### src/rtl/mem_access_pkg.sv
// Shared encodings for the data-memory load/store unit.
// Access sizes, FSM states and default memory map.
package mem_access_pkg;

  localparam logic [1:0] SIZE_BYTE = 2'b00;
  localparam logic [1:0] SIZE_HALF = 2'b01;
  localparam logic [1:0] SIZE_WORD = 2'b10;

  localparam logic [31:0] DEFAULT_BASE  = 32'h1001_0000;
  localparam int          DEFAULT_DEPTH = 1024;

  typedef enum logic [2:0] {
    IDLE      = 3'd0,
    ACCESS    = 3'd1,
    RMW_READ  = 3'd2,
    RMW_WRITE = 3'd3,
    RESP      = 3'd4
  } state_t;

endpackage

### src/rtl/mem_access_unit_lane.sv
// Little-endian byte/halfword lane extract and merge.
// Purely combinational; shared by load and RMW paths.
module byte_lane_unit
  import mem_access_pkg::*;
#(
  parameter int DATA_WIDTH = 32
) (
  input  logic [DATA_WIDTH-1:0] word,
  input  logic [1:0]            offset,
  input  logic [1:0]            size,
  input  logic                  zero_ext,
  input  logic [DATA_WIDTH-1:0] wdata,
  output logic [DATA_WIDTH-1:0] load_data,
  output logic [DATA_WIDTH-1:0] store_word
);

  localparam int SW = $clog2(DATA_WIDTH);

  localparam logic [DATA_WIDTH-1:0] BYTE_MASK =
    {{(DATA_WIDTH-8){1'b0}}, 8'hFF};
  localparam logic [DATA_WIDTH-1:0] HALF_MASK =
    {{(DATA_WIDTH-16){1'b0}}, 16'hFFFF};

  logic [SW-1:0]         sh;
  logic [DATA_WIDTH-1:0] shifted;
  logic [DATA_WIDTH-1:0] mask;

  assign sh      = SW'({offset, 3'b000});
  assign shifted = word >> sh;

  always_comb begin
    load_data = word;
    mask      = '1;
    unique case (size)
      SIZE_BYTE: begin
        load_data = zero_ext
          ? {{(DATA_WIDTH-8){1'b0}}, shifted[7:0]}
          : {{(DATA_WIDTH-8){shifted[7]}}, shifted[7:0]};
        mask = BYTE_MASK << sh;
      end
      SIZE_HALF: begin
        load_data = zero_ext
          ? {{(DATA_WIDTH-16){1'b0}}, shifted[15:0]}
          : {{(DATA_WIDTH-16){shifted[15]}}, shifted[15:0]};
        mask = HALF_MASK << sh;
      end
      default: begin
        load_data = word;
        mask      = '1;
      end
    endcase
  end

  assign store_word = (word & ~mask) | ((wdata << sh) & mask);

endmodule

### src/rtl/mem_access_unit.sv
// Core-side load/store unit for a word-wide data memory.
// Sub-word stores are read-modify-write; bad requests trap early.
module mem_access_unit
  import mem_access_pkg::*;
#(
  parameter int                  DATA_WIDTH   = 32,
  parameter int                  MEMORY_DEPTH = DEFAULT_DEPTH,
  parameter logic [DATA_WIDTH-1:0] BASE_ADDRESS = DEFAULT_BASE
) (
  input  logic                  clk,
  input  logic                  reset,
  input  logic                  req_valid,
  output logic                  req_ready,
  input  logic                  req_write,
  input  logic [1:0]            req_size,
  input  logic                  req_unsigned,
  input  logic [DATA_WIDTH-1:0] req_addr,
  input  logic [DATA_WIDTH-1:0] req_wdata,
  output logic                  resp_valid,
  output logic [DATA_WIDTH-1:0] resp_rdata,
  output logic                  resp_error,
  output logic [DATA_WIDTH-1:0] mem_address,
  output logic [DATA_WIDTH-1:0] mem_write_data,
  output logic                  mem_write,
  output logic                  mem_read,
  input  logic [DATA_WIDTH-1:0] mem_read_data
);

  localparam logic [DATA_WIDTH:0] LO =
    (DATA_WIDTH+1)'(BASE_ADDRESS);
  localparam logic [DATA_WIDTH:0] HI =
    LO + (DATA_WIDTH+1)'(4 * MEMORY_DEPTH);

  state_t                state_q, state_d;
  logic [DATA_WIDTH-1:0] addr_q, wdata_q, merge_q, rdata_q;
  logic [1:0]            size_q;
  logic                  write_q, uns_q, err_q;

  logic                  req_err;
  logic                  in_range;
  logic [DATA_WIDTH:0]   addr_ext;
  logic [DATA_WIDTH-1:0] aligned;
  logic [DATA_WIDTH-1:0] lane_word;
  logic [DATA_WIDTH-1:0] load_data;
  logic [DATA_WIDTH-1:0] store_word;

  assign addr_ext = {1'b0, req_addr};
  assign in_range = (addr_ext >= LO) && (addr_ext < HI);

  always_comb begin
    req_err = !in_range;
    unique case (req_size)
      SIZE_BYTE: ;
      SIZE_HALF: if (req_addr[0]) req_err = 1'b1;
      SIZE_WORD: if (req_addr[1:0] != 2'b00) req_err = 1'b1;
      default:   req_err = 1'b1;
    endcase
  end

  assign aligned = {addr_q[DATA_WIDTH-1:2], 2'b00};

  byte_lane_unit #(.DATA_WIDTH(DATA_WIDTH)) u_lane (
    .word       (lane_word),
    .offset     (addr_q[1:0]),
    .size       (size_q),
    .zero_ext   (uns_q),
    .wdata      (wdata_q),
    .load_data  (load_data),
    .store_word (store_word)
  );

  always_comb begin
    state_d        = state_q;
    req_ready      = 1'b0;
    mem_read       = 1'b0;
    mem_write      = 1'b0;
    mem_address    = '0;
    mem_write_data = '0;
    lane_word      = mem_read_data;
    unique case (state_q)
      IDLE: begin
        req_ready = 1'b1;
        if (req_valid) begin
          if (req_err)
            state_d = RESP;
          else if (req_write && req_size != SIZE_WORD)
            state_d = RMW_READ;
          else
            state_d = ACCESS;
        end
      end
      ACCESS: begin
        mem_address = aligned;
        if (write_q) begin
          mem_write      = 1'b1;
          mem_write_data = wdata_q;
        end else begin
          mem_read = 1'b1;
        end
        state_d = RESP;
      end
      RMW_READ: begin
        mem_address = aligned;
        mem_read    = 1'b1;
        state_d     = RMW_WRITE;
      end
      RMW_WRITE: begin
        mem_address    = aligned;
        mem_write      = 1'b1;
        lane_word      = merge_q;
        mem_write_data = store_word;
        state_d        = RESP;
      end
      RESP:    state_d = IDLE;
      default: state_d = IDLE;
    endcase
  end

  always_ff @(posedge clk or negedge reset) begin
    if (!reset) begin
      state_q <= IDLE;
      addr_q  <= '0;
      wdata_q <= '0;
      merge_q <= '0;
      rdata_q <= '0;
      size_q  <= SIZE_BYTE;
      write_q <= 1'b0;
      uns_q   <= 1'b0;
      err_q   <= 1'b0;
    end else begin
      state_q <= state_d;
      if (state_q == IDLE && req_valid) begin
        addr_q  <= req_addr;
        wdata_q <= req_wdata;
        size_q  <= req_size;
        write_q <= req_write;
        uns_q   <= req_unsigned;
        err_q   <= req_err;
        rdata_q <= '0;
      end
      if (state_q == ACCESS && !write_q)
        rdata_q <= load_data;
      if (state_q == RMW_READ)
        merge_q <= mem_read_data;
    end
  end

  assign resp_valid = (state_q == RESP);
  assign resp_error = (state_q == RESP) && err_q;
  assign resp_rdata = (state_q == RESP) ? rdata_q : '0;

endmodule
### config.mk
export PLATFORM = sky130hd
export DESIGN_NAME = mem_access_unit
export DESIGN_NICKNAME = d
export VERILOG_FILES = /design/src/rtl/mem_access_pkg.sv /design/src/rtl/mem_access_unit_lane.sv /design/src/rtl/mem_access_unit.sv
export SDC_FILE = /design/constraint.sdc
export NUM_CORES = 1
export LEC_CHECK = 0
export CORE_ASPECT_RATIO = 0.75
export CORE_MARGIN = 5
export CORE_UTILIZATION = 35
export DETAILED_ROUTE_END_ITERATION = 10
export SYNTH_ARGS = -nofsm -noshare
export SYNTH_HDL_FRONTEND = slang
export SYNTH_SLANG_ARGS = --single-unit
### constraint.sdc
create_clock -name clk -period 3.2 [get_ports clk]
set_clock_uncertainty 0.2 [all_clocks]
set_input_delay 0.64 -clock clk [delete_from_list [all_inputs] [get_ports clk]]
set_output_delay 0.64 -clock clk [all_outputs]
set_load 0.01 [all_outputs]
==> results.yml, run 1 <==
status:
  outcome: "completed"
logic_synthesis:
  syn_inst: 879
  synthFlopType: "dfrtp_1"
  yosysWarningCount: 0
  synthArstFlopShare_pct: 100.0
  synth_seq_cells: 136
  yosys-top-cells-count: "nand2_1, dfrtp_1, mux2i_1"
  synth-edff-count: 0
  synth_area_um2: 7829
  synth_area_per_cell_um2: 8.906
  synthTopCellsByArea: "dfrtp_1, nand2_1, mux2i_1, mux2_2, and2_1"
  synth_seq_area_share_pct: 43.47
  synth_top_area_share_pct: 43.47
  synth_most_common_cell: "nand2_1"
  synth_cell_types: 53
  yosysTopAreaCell: "dfrtp_1"
global_route:
  overflow: 0
  grt_pass1_vias: 7119
  grt_max_degree: 70
  grt_pass1_wl_mm: 42.30
  antenna_found_initial: 1
  track_usage_pct: 21.18
sta:
  finalHoldViolCount: 0
  max_freq_mhz: 321.7
  fin_ws_ns: 0.09141
  fin_crit_sh_pct: 97.14
  slew_viol_final: 0
  setup_viol: 0
  min_period_ns: 3.109
  worst_pin_slew_ns: 0.8110
  relSlewSlack_pct: 45.80
drt:
  vias: 7274
  drc: 0
  drtIter0Drc: 625
  routed_wl_mm: 27.67
  ant_nets: 0
  via_per_inst: 5.260
  drtPass1Iterations: 5
  avgRoutedWirePerCell_um: 20.00
clock_network:
  cts_max_path_buffers: 2
  cts_tree: "done"
  clk-insertion-delay-late_ns: 0.43
  htreeDepth: 4
  numCtsBuffers: 17
  path_clk_slew_ns: 0.06
  clkSinkCount: 136
  cts_root_buf: "clkbuf_16"
power:
  ir_drop_uv: 334.3
  total_power_mw: 9.310
  power.leakage_nw: 5.454
  p_per_area_nw_per_um2: 839.4
layout:
  design_area_um2: 11090
  antennaDiodeCount: 0
  fill_cells: 2113
  drive_above_1_share_pct: 14.51
  post-route-util_pct: 50.29
  final-seq-area_um2: 3408
  syn2layout_area_growth_pct: 41.66
  fin_nets: 1182
  multi_input_area_um2: 4155
worst_setup_path:
  crit_family: "buffers and inverters"
  setup.worst_path.end_class: "primary output"
  worstPathRequired_ns: 2.36
  cp_data_arrival_time_ns: 2.27
  path_buf_inv: 2
  criticalPathCategory: "reg2out"
  cp_max_fo: 8
  crit_path_top_delay_cell: "clkdlybuf4s50_1"
  slowest_delay_ns: 0.54
  cp_cell_sequence: "nand3b_1 -> nor3_2 -> buf_4 -> a22o_1 -> clkdlybuf4s50_1"
  start_kind: "register"
placed_design:
  post-place-ws_ns: 0.2628
  place_congestion: 0.9201
  place_area_um2: 10300
  hpwl_mm: 20.54
  io_buffers: 201
die:
  dieHeight_um: 139.5
  die_w_um: 182.7
  initial_core_util_pct: 35.50
  core_um2: 22050
  rows: 47
  dieArea_um2: 25490
  io_pins: 204
run:
  timing.max_cap.violations: 0
min_path:
  hp-class: "reg2reg"
==> per-layer routing <==
layer	vias up	part of all wire, %	GRT usage [%]
met3	18	7.9	5.661
li1	3446	-	-
met2	255	43	29.68
met4	2	0.91	4.974
met5	-	0.040	0
met1	3553	48	32.40
==> worst reg2reg max path, stage by stage, from the launching register on <==
cell and delay, ns:
dfrtp_1 0.43, nand3b_1 0.25, buf_4 0.28, buf_4 0.36
nand2_1 0.12, a2111oi_0 0.66, o221a_2 0.31, a221o_1 0.10
==> state kept, by name, summed over array words and instances (netlist names) <==
name,count
addr_q,32
merge_q,32
rdata_q,32
wdata_q,32
state_q,3
size_q,2
err_q,1
uns_q,1
write_q,1
==> cell type report <==
| type | count | share of cell area (%) |
|---|---|---|
| tap | 294 | 3.317 |
| sequential | 136 | 30.73 |
| clock inverter | 14 | 2.008 |
| timing repair buffer | 247 | 22.34 |
| inverter | 8 | 0.2708 |
| multi-input combinational | 666 | 37.47 |
| clock buffer | 18 | 3.870 |
==> layout by cell type (no fill, tap or decap), drive strengths merged, types with 16 or more instances in the layout <==
cell type and count:
nand2 267, clkdlybuf4s50 172, dfrtp 136, mux2i 54, buf 44, o21ai 40
and3 34, mux2 34, and2 34, a21oi 30, nor2 26, clkbuf 20
o211ai 20, a211oi 18, nor3 17, dlygate4sd2 16
==> path summary, 6_finish.rpt <==
path,from,end,slack (ns),depth (start not counted)
min in group asynchronous,reset,addr_q[11],0.52,2
worst max register to register,state_q[1],rdata_q[10],0.43,7
worst max-delay path,state_q[2],mem_write_data[0],0.09,5
max in group asynchronous,reset,wdata_q[18],1.53,3
worst min register to register,rdata_q[4],rdata_q[4],0.26,2
worst min-delay path,rdata_q[4],rdata_q[4],0.26,2
==> stage by stage <==
stage / hold WS, ns / TNS, ns / instances
2_1_floorplan: 0.1444 / 0 / 880
4_1_cts: 0.2648 / -0.4265 / 1381
3_5_place_dp: 0.2507 / 0 / 1347
3_3_place_gp: 0.2444 / 0 / 1347
5_1_grt: 0.2816 / -0.001206 / 1383
6_report: 0.2630 / 0 / 1383
==> report_power, final <==
group          internal (mW)  switching [mW]
clock network           1.39           0.817
logic                   1.78            2.01
registers               2.50           0.803
total                   5.67            3.63
==> cell families after synthesis <==
group | Yosys count | synth area share, %
adder cells (fa/ha/maj) | 3 | 0.4795
flip-flops | 136 | 43.47
AO/OA/AOI/OAI | 154 | 14.26
AND/OR/NAND/NOR | 412 | 23.64
other | 1 | 0.04790
multiplexers | 95 | 13.81
buffers and inverters | 78 | 4.299
==> timing repair <==
| item | in CTS | in global routing |
|---|---|---|
| hold endpoints to repair | 42 | 0 |
| hold buffers | 1 | 0 |
| pin swaps | 0 | 3 |
| gates cloned | 0 | 2 |
| setup endpoints to repair | 32 | 58 |
| resized for setup | 31 | 28 |
| setup buffers | 1 | 1 |
No activity file was read; power rests on OpenSTA's default activity.
==> inputs of run 2 (changes only) <==
--- a/config.mk
+++ b/config.mk
@@ -9,6 +9,7 @@
 export CORE_MARGIN = 5
 export CORE_UTILIZATION = 35
 export DETAILED_ROUTE_END_ITERATION = 10
+export GPL_TIMING_DRIVEN = 0
 export SYNTH_ARGS = -nofsm -noshare
 export SYNTH_HDL_FRONTEND = slang
 export SYNTH_SLANG_ARGS = --single-unit
==> results.yml, run 2 (same netlist as run 1, synthesis figures left out) <==
status:
  outcome: "completed"
layout:
  post-route-util_pct: 50.89
  final_common_cell: "nand2_1"
  fill_cells: 2134
  syn2layout_area_growth_pct: 43.34
  design_area_um2: 11220
  layout_common_cells: "nand2_1, clkdlybuf4s50_1, dfrtp_1, mux2i_1"
  fin_nets: 1227
  antennaDiodeCount: 0
  drive_above_1_share_pct: 15.26
sta:
  setup_viol: 0
  relSlewSlack_pct: 24.52
  setup_tns_ns: 0
  worst_pin_slew_ns: 1.130
  min_period_ns: 3.151
  finalHoldViolCount: 0
  max_freq_mhz: 317.3
  whs_ns: 0.2635
  rsz0062_at_grt: "yes"
  fin_crit_sh_pct: 98.48
  slew_viol_final: 0
power:
  ir_drop_uv: 338.5
  p_clk_share_pct: 21.0
  p_sw_mw: 3.814
  p_per_area_nw_per_um2: 831.1
  power_frac_comb_pct: 43.7
  seqPwrFrac_pct: 35.3
  p_int_mw: 5.512
  switching_share_pct: 40.90
  power.leakage_nw: 5.410
die:
  core_um2: 22050
  die_w_um: 182.7
  io_pins: 204
  dieArea_um2: 25490
  initial_core_util_pct: 35.50
  rows: 47
  dieHeight_um: 139.5
drt:
  met1_length_mm: 13.79
  routed_wl_mm: 29.19
  met3WireLength_mm: 2.898
  drtPass1Iterations: 5
  vias: 7536
  drtIter0Drc: 737
  drc: 0
  top_layer: "met5"
  avgRoutedWirePerCell_um: 20.44
  route.met2.wl_mm: 12.12
  via_per_inst: 5.277
  ant_nets: 0
global_route:
  antenna_found_initial: 1
  grt_max_degree: 89
  track_usage_pct: 22.54
  grt_pass1_wl_mm: 44.48
  grt_pass1_vias: 7431
  overflow: 0
worst_setup_path:
  setup.worst_path.end_class: "primary output"
  crit_family: "buffers and inverters"
  cp_common_cell: "buf_4"
  start_kind: "register"
  slowest_delay_ns: 0.38
  rr_startpoint: "size_q[1]"
  cp_cell_sequence: "buf_4 -> buf_4 -> mux2i_2 -> nor3_1 -> a21oi_1 -> o21ai_1 -> clkdlybuf4s15_1"
  cp_max_fo: 10
  path_buf_inv: 3
  cp_data_arrival_time_ns: 2.31
  worstPathRequired_ns: 2.36
  timing.rr.end: "rdata_q[30]"
  criticalPathCategory: "reg2out"
  crit_path_top_delay_cell: "mux2i_2"
  reg2reg_depth: 6
  r2r_slack_ns: 0.33
placed_design:
  place_area_um2: 10240
  hpwl_mm: 22.30
  place_congestion: 0.9474
  io_buffers: 201
min_path:
  whs_endpoint: "addr_q[4]"
  hold_depth: 2
  worstHoldStart: "addr_q[4]"
  hp-class: "reg2reg"
clock_network:
  clk-insertion-delay-late_ns: 0.43
  cts_tree: "done"
  cts_max_path_buffers: 2
  path_clk_slew_ns: 0.06
  numCtsBuffers: 17
  clkSinkCount: 136
  htreeDepth: 4
  cts_root_buf: "clkbuf_16"
run:
  timing.max_cap.violations: 0
run 2: cell count changes in the layout (fill, tap and decap cells not counted), moves of 6 or more:
cell             delta
dlymetal6s2s_1     -10
clkbuf_1           +27
dlygate4sd2_1      +15
clkdlybuf4s50_1     -6
clkbuf_8            +6
clkbuf_2           +11
run 2: tightest hold or removal path, stage by stage, from the launching register on:
cell	delay [ns]
dfrtp_1	0.34
nand2_1	0.05
nand2_1	0.05
run 2: what timing repair did:
action / 4_1_cts / 5_1_grt
hold buffers: 1 / 0
endpoints found under the setup margin: 97 / 81
gates cloned: 1 / 0
gates resized for setup: 116 / 33
buffers inserted: 11 / 9
endpoints found under the hold margin: 48 / 0
pin swaps: 7 / 2
run 2: area by class of cell:
| cell class | count | area [um2] | share of cell area [%] |
|---|---|---|---|
| buffer | 68 | 451.7 | 4.025 |
| clock buffer | 19 | 432.9 | 3.858 |
| clock inverter | 13 | 143.9 | 1.282 |
| inverter | 8 | 30.03 | 0.2676 |
| multi-input combinational | 666 | 4199 | 37.42 |
| sequential | 136 | 3406 | 30.35 |
| tap | 294 | 367.9 | 3.278 |
| timing repair buffer | 224 | 2191 | 19.52 |
run 2: power groups by stage:
stage	clock network (mW)	registers (mW)	logic (mW)
4_1_cts	1.99	3.25	3.91
2_1_floorplan	0	2.92	2.43
3_5_place_dp	0	3.27	3.62
6_report	1.96	3.29	4.08
3_3_place_gp	0	3.25	3.57
5_1_grt	2.07	3.37	4.43
run 2: worst max-delay path by stage:
stage | slack (ns) | endpoint | from | cells after the start
after floorplan | 0.45 | mem_write_data[0] | state_q[2] | 6
after global placement | -4.42 | rdata_q[20] | reset | 1
after detailed placement | -0.72 | mem_write_data[17] | state_q[2] | 7
after CTS | 0.009 | mem_address[29] | state_q[1] | 7
after global routing | -0.01 | resp_rdata[4] | state_q[1] | 6
final | 0.05 | mem_write_data[11] | addr_q[0] | 7
run 2: per-layer routing:
layer	vias to the layer above	GRT usage, %
met2	341	31.18
met5	-	1.714
met4	4	5.172
li1	3544	-
met1	3624	33.94
met3	23	7.279
run 2: metrics by stage:
step	worst slack (ns)	power (mW)	instances
finish	0.04869	9.326	1428
global route	-0.01204	9.869	1428
CTS	0.008858	9.153	1419
detailed placement	-0.7166	6.889	1376
global placement	-4.416	6.816	1375
floorplan	0.4499	5.351	880
